`config.mk`:
```
export PLATFORM = sky130hd
export DESIGN_NAME = al4s3b_fpga_wb_decoder
export DESIGN_NICKNAME = d
export VERILOG_FILES = /design/src/rtl/al4s3b_fpga_wb_decoder_pkg.sv /design/src/rtl/al4s3b_fpga_wb_ack_mux.sv /design/src/rtl/al4s3b_fpga_wb_decoder.sv
export SDC_FILE = /design/constraint.sdc
export NUM_CORES = 1
export LEC_CHECK = 0
export ABC_CLOCK_PERIOD_IN_PS = 5700
export CORE_AREA = 5 5 132 84
export CTS_BUF_LIST = sky130_fd_sc_hd__clkbuf_16
export DETAILED_ROUTE_END_ITERATION = 10
export DIE_AREA = 0 0 137 89
export HOLD_SLACK_MARGIN = 0.15
export PLACE_DENSITY = 0.67
export SYNTH_ARGS = -nofsm -noshare
export SYNTH_HDL_FRONTEND = slang
export SYNTH_SLANG_ARGS = --single-unit
```
`constraint.sdc`:
```
create_clock -name WBs_CLK_i -period 5.7 [get_ports WBs_CLK_i]
set_input_delay 1.14 -clock WBs_CLK_i [delete_from_list [all_inputs] [get_ports WBs_CLK_i]]
set_output_delay 1.14 -clock WBs_CLK_i [all_outputs]
set_load 0.02 [all_outputs]
```
`src/rtl/al4s3b_fpga_wb_decoder_pkg.sv`:
```
// Shared aperture codes, slave indices and FSM encodings for the AL4S3B FPGA
// Wishbone decoder.
package al4s3b_fpga_wb_decoder_pkg;

   localparam logic [2:0] AP_REGS   = 3'b000;
   localparam logic [2:0] AP_SLAVE1 = 3'b001;
   localparam logic [2:0] AP_SLAVE2 = 3'b010;
   localparam logic [2:0] AP_QL     = 3'b111;

   localparam logic [1:0] IDX_REGS   = 2'd0;
   localparam logic [1:0] IDX_SLAVE1 = 2'd1;
   localparam logic [1:0] IDX_SLAVE2 = 2'd2;
   localparam logic [1:0] IDX_QL     = 2'd3;

   typedef enum logic [1:0] {
      ST_IDLE   = 2'd0,
      ST_ACTIVE = 2'd1,
      ST_DONE   = 2'd2
   } state_t;

   typedef struct packed {
      logic       unmapped;
      logic [1:0] idx;
   } decode_t;

   // Unmapped apertures report the reserved block's index so its timeout ack completes them.
   function automatic decode_t decode_aperture(input logic [2:0] ap);
      decode_t d;
      d.unmapped = 1'b0;
      d.idx      = IDX_QL;
      case (ap)
         AP_REGS:   d.idx = IDX_REGS;
         AP_SLAVE1: d.idx = IDX_SLAVE1;
         AP_SLAVE2: d.idx = IDX_SLAVE2;
         AP_QL:     d.idx = IDX_QL;
         default:   d.unmapped = 1'b1;
      endcase
      return d;
   endfunction

endpackage

```
`src/rtl/al4s3b_fpga_wb_ack_mux.sv`:
```
// Selects the ack and read data of the registered slave index and flags acks
// coming from any other slave.
module al4s3b_fpga_wb_ack_mux #(
   parameter int DATAWIDTH = 32
) (
   input  logic [1:0]             sel,
   input  logic [3:0]             ack_in,
   input  logic [4*DATAWIDTH-1:0] dat_in,
   output logic                   ack_sel,
   output logic                   ack_other,
   output logic [DATAWIDTH-1:0]   dat_sel
);

   logic [3:0] sel_onehot;

   always_comb begin
      sel_onehot = 4'b0001 << sel;
      ack_sel    = ack_in[sel];
      ack_other  = |(ack_in & ~sel_onehot);
      dat_sel    = dat_in[sel*DATAWIDTH +: DATAWIDTH];
   end

endmodule

```
`src/rtl/al4s3b_fpga_wb_decoder.sv`:
```
// Wishbone aperture decoder: routes one bridge cycle at a time to a slave,
// returns its ack/data one cycle later and tracks unmapped and stray acks.
module al4s3b_fpga_wb_decoder
   import al4s3b_fpga_wb_decoder_pkg::*;
#(
   parameter int ADDRWIDTH = 10,
   parameter int DATAWIDTH = 32,
   parameter int CNTWIDTH  = 8
) (
   input  logic                   WBs_CLK_i,
   input  logic                   WBs_RSTn_i,
   input  logic [ADDRWIDTH-1:0]   WBs_ADR_i,
   input  logic                   WBs_CYC_i,
   input  logic                   WBs_STB_i,
   output logic [3:0]             WBs_CYC_o,
   output logic                   WBs_STB_o,
   input  logic [3:0]             WBs_ACK_i,
   input  logic [4*DATAWIDTH-1:0] WBs_DAT_i,
   output logic                   WBs_ACK_o,
   output logic [DATAWIDTH-1:0]   WBs_DAT_o,
   output logic                   WBs_ACK_IP_o,
   output logic [CNTWIDTH-1:0]    Unmapped_Cnt_o,
   output logic                   Stray_Ack_o
);

   state_t                state;
   state_t                state_next;
   decode_t               dec;
   logic [1:0]            idx;
   logic                  unmapped;
   logic                  accept;
   logic                  capture;
   logic                  ack_sel;
   logic                  ack_other;
   logic [DATAWIDTH-1:0]  dat_sel;
   logic                  unused_adr;

   assign dec          = decode_aperture(WBs_ADR_i[ADDRWIDTH-1 -: 3]);
   assign unused_adr   = ^WBs_ADR_i[ADDRWIDTH-4:0];
   assign WBs_ACK_IP_o = |WBs_ACK_i[2:0];
   assign WBs_STB_o    = (state == ST_ACTIVE) & WBs_STB_i;

   al4s3b_fpga_wb_ack_mux #(
      .DATAWIDTH (DATAWIDTH)
   ) u_ack_mux (
      .sel       (idx),
      .ack_in    (WBs_ACK_i),
      .dat_in    (WBs_DAT_i),
      .ack_sel   (ack_sel),
      .ack_other (ack_other),
      .dat_sel   (dat_sel)
   );

   // Next-state logic; an abort takes priority over a simultaneous ack.
   always_comb begin
      state_next = state;
      accept     = 1'b0;
      capture    = 1'b0;
      case (state)
         ST_IDLE: begin
            if (WBs_CYC_i && WBs_STB_i) begin
               state_next = ST_ACTIVE;
               accept     = 1'b1;
            end else begin
               state_next = ST_IDLE;
            end
         end
         ST_ACTIVE: begin
            if (!WBs_CYC_i) begin
               state_next = ST_IDLE;
            end else if (ack_sel) begin
               state_next = ST_DONE;
               capture    = 1'b1;
            end else begin
               state_next = ST_ACTIVE;
            end
         end
         ST_DONE: state_next = ST_IDLE;
         default: state_next = ST_IDLE;
      endcase
   end

   // State, registered selection and bridge-facing outputs.
   always_ff @(posedge WBs_CLK_i or negedge WBs_RSTn_i) begin
      if (!WBs_RSTn_i) begin
         state          <= ST_IDLE;
         idx            <= IDX_REGS;
         unmapped       <= 1'b0;
         WBs_CYC_o      <= 4'b0000;
         WBs_ACK_o      <= 1'b0;
         WBs_DAT_o      <= '0;
         Unmapped_Cnt_o <= '0;
         Stray_Ack_o    <= 1'b0;
      end else begin
         state     <= state_next;
         WBs_ACK_o <= capture;
         if (accept) begin
            idx       <= dec.idx;
            unmapped  <= dec.unmapped;
            WBs_CYC_o <= dec.unmapped ? 4'b0000 : (4'b0001 << dec.idx);
         end else if (state_next != ST_ACTIVE) begin
            WBs_CYC_o <= 4'b0000;
         end
         if (capture) begin
            WBs_DAT_o <= dat_sel;
         end
         if (capture && unmapped && (Unmapped_Cnt_o != {CNTWIDTH{1'b1}})) begin
            Unmapped_Cnt_o <= Unmapped_Cnt_o + CNTWIDTH'(1);
         end
         if (((state == ST_IDLE) && (|WBs_ACK_i)) || ((state == ST_ACTIVE) && ack_other)) begin
            Stray_Ack_o <= 1'b1;
         end
      end
   end

endmodule

```
==> flow_metrics.tcl, run 1 <==
set metrics [dict create \
    status "complete, no violations" \
    fin_tns_setup_ns 0 \
    max_freq_mhz 270 \
    async_reset_ff_share_pct 100 \
    antenna_found_initial 0 \
    io_buffers 186 \
    grt_start_max_net_pins 52 \
    power_density_nw_per_um2 351 \
    num_vias 2396 \
    dp.cells 500 \
    cap_violations 0 \
    post-dp-hpwl_um 6820 \
    htree_num_levels 2 \
    yosys_register_bits 51 \
    cts_inserted_buffers 5 \
    route.detailed.drc 0 \
    yosysMostFrequentCell "dfrtp_1" \
    overflow 0 \
    vdd_drop_max_mv 0.135 \
    fin_cells 508 \
    cts_root_buffer "clkbuf_16" \
    gp_congestion 0.724 \
    drive_gt1_share_pct 21.2 \
    drtIter0Drc 92 \
    hold_viol 0 \
    syn-instance-count 190 \
    finalCritPeriodShare_pct 64.9 \
    relSlewSlack_pct 31.7 \
    ys.flop_type "dfrtp_1" \
    initial_core_util_pct 29.4 \
    syn_area_um2 2830 \
    nets 519 \
    firstDrtPassIters 4 \
    rows 28 \
    ant_nets 0 \
    clock-sinks 51 \
    worstSkewPairLatency_ns 0.28 \
    yosysTopAreaCell "dfrtp_1" \
    hold_buffers 0 \
    drv_slew 0 \
    report.final.setup_viol 0 \
    syn-mean-instance-area_um2 14.9 \
    syn-num-nets 337 \
    period_minus_slack_ns 3.70 \
    path_clk_slew_ns 0.07 \
    synthTopCellsByArea "dfrtp_1 45%, mux4_2 26%, mux2_2 13%" \
    rsz0062_at_grt "no" \
    synth_cell_types 32 \
    yosys_warnings 0 \
    cp_data_required_time_ns 4.56 \
    cp_max_fo 4 \
    total_leakage_power_nw 1.99 \
    yosys.area.top_type_share_pct 45.0 \
    antenna_cells 0 \
    critPathArrivalTime_ns 2.56 \
    clk_path_buf_depth 2 \
    ys_top_cells_by_count "51 x dfrtp_1, 33 x mux4_2, 32 x mux2_2" \
    start_kind "input port" \
    post_cts.repair.setup_buffers 0 \
    wl_per_cell_um 17.2 \
    grt_pass1_wl_um 13400 \
    worstSetupPathType "in2out" \
    fin_skew_ns 0.00540 \
    synth_edf_count 0 \
    die_area_um2 12200 \
    seq_area_frac_synth_pct 45.0 \
    core-area_um2 9630 \
    grt_pass1_vias 2652 \
    hp-class "reg2reg" \
    grt_usage_pct 14.2 \
    io_pins 194 \
    worst_slew_pin_slew_ns 1.02 \
    via_per_inst 4.72 \
    drt_wl_total_um 8760 \
    area_growth_pct 75.5 \
    die-width_um 137 \
    cts_resized 0 \
    tritoncts "yes" \
    end_kind "primary output" \
    die_h_um 89 \
]
state kept, by name, indices dropped and copies added, names as in the netlist:
name            cells
WBs_DAT_o          32
Stray_Ack_o         1
idx                 2
WBs_ACK_o           1
Unmapped_Cnt_o      8
unmapped            1
WBs_CYC_o           4
state               2
cells by family after synthesis:
kind of cell	Yosys count	synth area share, %
compound gates	10	2.87
buf+inv	16	2.83
flops	51	45.0
simple gates	37	6.67
xor+xnor	8	2.47
mux	67	39.7
fa+ha+maj	1	0.441
placed cells by master (no fill, tap or decap), types with 2 or more instances in the layout:
cell             synthesis  layout
a21oi_1                  2       2
a32o_1                   3       3
buf_4                    1       2
clkbuf_16                0       5
clkdlybuf4s50_1          0     185
dfrtp_1                 51      49
dfrtp_2                  0       2
inv_1                    3       3
mux2_2                  32      32
mux4_2                  33      33
nand2_1                 10      10
nand4_1                  3       3
nor2_1                   8       8
nor3_1                   4       4
nor4_1                   4       4
o2bb2ai_1                2       2
xor2_1                   8       8
metrics by stage:
stage	hold WS (ns)	cell area [µm²]	total power [mW]	setup WS, ns	utilization [%]
floorplan	0.565	2830	1.01	2.95	-
detailed placement	0.455	4810	1.43	1.72	49.9
CTS	0.471	4970	1.78	2.01	51.6
global route	0.507	4970	1.85	1.82	51.6
global placement	0.450	4810	1.42	1.80	49.9
finish	0.472	4970	1.75	2.00	51.6
routing by layer:
metal	track usage, %	vias to the layer above	wire length, µm
met5	0	-	0
met4	2.36	0	33
met3	7.82	2	1290
met2	22.8	126	3970
met1	17.1	1158	3460
li1	-	1110	-
report_power, final:
part	internal (mW)	total (mW)	switching [mW]
Combinational	0.488	0.826	0.338
Clock	0.205	0.332	0.127
Sequential	0.493	0.587	0.0945
Total	1.19	1.75	0.560
path summary, 6_finish.rpt:
kind	slack, ns	endpoint	from	cells past startpoint
worst max-delay path	2.00	WBs_ACK_IP_o	WBs_ACK_i[1]	3
worst min-delay path	0.47	Stray_Ack_o	Stray_Ack_o	1
worst max register to register	2.42	Unmapped_Cnt_o[1]	idx[1]	4
worst min register to register	0.47	Stray_Ack_o	Stray_Ack_o	1
max in group asynchronous	4.28	idx[1]	WBs_RSTn_i	2
min in group asynchronous	0.96	WBs_DAT_o[0]	WBs_RSTn_i	2
critical path, cell delays in order:
cell and delay (ns):
clkdlybuf4s50_1 0.46, or3_1 0.40, clkdlybuf4s50_1 0.57
final cells by class:
type / count / area [µm²]
clock inverter: 3 / 38.8
multi-input combinational: 123 / 1480
inverter: 3 / 11.3
clock buffer: 5 / 125
sequential: 51 / 1280
tap: 135 / 169
timing repair buffer: 188 / 1870
fill: 808 / 4660
No activity file was read; power rests on OpenSTA's default activity.
==> run 2, diff against run 1 <==
--- a/config.mk
+++ b/config.mk
@@ -5,7 +5,7 @@
 export SDC_FILE = /design/constraint.sdc
 export NUM_CORES = 1
 export LEC_CHECK = 0
-export ABC_CLOCK_PERIOD_IN_PS = 5700
+export ABC_CLOCK_PERIOD_IN_PS = 3820
 export CORE_AREA = 5 5 132 84
 export CTS_BUF_LIST = sky130_fd_sc_hd__clkbuf_16
 export DETAILED_ROUTE_END_ITERATION = 10
==> constraint.sdc (replaced) <==
create_clock -name WBs_CLK_i -period 3.82 [get_ports WBs_CLK_i]
set_input_delay 0.764 -clock WBs_CLK_i [delete_from_list [all_inputs] [get_ports WBs_CLK_i]]
set_output_delay 0.764 -clock WBs_CLK_i [all_outputs]
set_load 0.02 [all_outputs]
==> flow_metrics.tcl, run 2 (same netlist as run 1, synthesis figures left out) <==
set metrics [dict create \
    worst_slew_pin_slew_ns 0.675 \
    antenna_found_initial 0 \
    relSlewSlack_pct 55.0 \
    regMostFlops "WBs_DAT_o" \
    grt_pass1_vias 2589 \
    start_kind "input port" \
    rows 28 \
    area_growth_pct 75.6 \
    grt_start_max_net_pins 37 \
    critPathArrivalTime_ns 2.17 \
    reg_top3 "WBs_DAT_o: 32 flops, Unmapped_Cnt_o: 8 flops, WBs_CYC_o: 4 flops" \
    hold_buffers 0 \
    core-area_um2 9630 \
    fin_cells 511 \
    cp_max_fo 3 \
    register_area_um2 1280 \
    cp_data_required_time_ns 3.06 \
    io_buffers 186 \
    gp_congestion 0.729 \
    post_cts.repair.setup_buffers 0 \
    antenna_cells 0 \
    io_pins 194 \
    cts_root_buffer "clkbuf_16" \
    largest_reg_flops 32 \
    overflow 0 \
    rsz0062_at_grt "no" \
    num_vias 2417 \
    total_leakage_power_nw 1.99 \
    hp-class "in2async" \
    htree_num_levels 2 \
    worstSetupPathType "in2out" \
    initial_core_util_pct 29.4 \
    max_freq_mhz 340 \
    post-dp-hpwl_um 7040 \
    die_h_um 89 \
    tritoncts "yes" \
    setup_ws_ns 0.883 \
    power_density_nw_per_um2 513 \
    drtIter0Drc 78 \
    ff2ff_path_depth 5 \
    multi_input_area_um2 1480 \
    hold_viol 0 \
    end_kind "primary output" \
    period_minus_slack_ns 2.94 \
    firstDrtPassIters 4 \
    cts_inserted_buffers 5 \
    final_common_cell "clkdlybuf4s50_1" \
    nets 522 \
    mostFrequentLayoutCells "185 x clkdlybuf4s50_1, 49 x dfrtp_1, 33 x mux4_2" \
    die-width_um 137 \
    path_clk_slew_ns 0.07 \
    worstSkewPairLatency_ns 0.29 \
    grt_usage_pct 14.0 \
    n_fill_cell 827 \
    ant_nets 0 \
    finalCritPeriodShare_pct 76.9 \
    clock-sinks 51 \
    vdd_drop_max_mv 0.192 \
    fin_skew_ns 0.00643 \
    report.final.setup_viol 0 \
    drv_slew 0 \
    route.detailed.drc 0 \
    grt_pass1_wl_um 13200 \
    status "complete, no violations" \
    fin_tns_setup_ns 0 \
    drive_gt1_share_pct 21.8 \
    dp.cells 503 \
    drt_wl_total_um 8810 \
    preCtsSetupSlack_ns 0.894 \
    cts_resized 0 \
    die_area_um2 12200 \
    total_power_mw 2.55 \
    via_per_inst 4.73 \
    wl_per_cell_um 17.2 \
    cap_violations 0 \
    clk_path_buf_depth 2 \
]
run 2: cell types whose count changed in the layout (fill, tap and decap cells not counted):
cell / before / now
clkinv_2: 1 / 0
clkinvlp_4: 0 / 1
clkinv_4: 0 / 1
buf_4: 2 / 5
bufinv_16: 1 / 0
run 2: worst max-delay path: stages:
cell	delay [ns]
clkdlybuf4s50_1	0.45
or3_1	0.41
clkdlybuf4s50_1	0.55
run 2: cell type report:
type	instances	area share [%]
Sequential cell	51	25.7
Inverter	3	0.226
Timing Repair Buffer	191	38.1
Clock inverter	3	0.402
Multi-Input combinational cell	123	29.7
Tap cell	135	3.39
Clock buffer	5	2.51
run 2: metal layers:
metal | GRT usage [%] | part of all wire (%)
met1 | 17.1 | 41
met2 | 22.6 | 45
met3 | 7.14 | 13
met4 | 2.72 | 0.65
met5 | 0 | 0
run 2: path summary, 6_finish.rpt:
| check | endpoint | slack, ns | start |
|---|---|---|---|
| max reg2reg | Unmapped_Cnt_o[4] | 1.73 | idx[0] |
| min in group WBs_CLK_i | Stray_Ack_o | 0.47 | Stray_Ack_o |
| max in group asynchronous | WBs_DAT_o[17] | 2.60 | WBs_RSTn_i |
| max | WBs_ACK_IP_o | 0.88 | WBs_ACK_i[0] |
| min reg2reg | Stray_Ack_o | 0.47 | Stray_Ack_o |
| min | Unmapped_Cnt_o[2] | 0.45 | WBs_RSTn_i |
run 2: metrics by stage:
stage          utilization (%)  cell area, µm²  hold WS (ns)
6_report                  51.6            4980         0.447
5_1_grt                   51.6            4980         0.475
4_1_cts                   51.6            4980         0.468
3_5_place_dp              50.1            4830         0.455
3_3_place_gp              50.1            4830         0.452
2_1_floorplan                -            2830         0.468
run 2: report_power, final:
part           switching (mW)  total, mW  leakage (nW)  internal [mW]
Combinational           0.535       1.26          1.30          0.728
Clock                   0.195      0.436        0.0674          0.242
Sequential              0.116      0.853         0.628          0.736
Total                   0.846       2.55          1.99           1.71
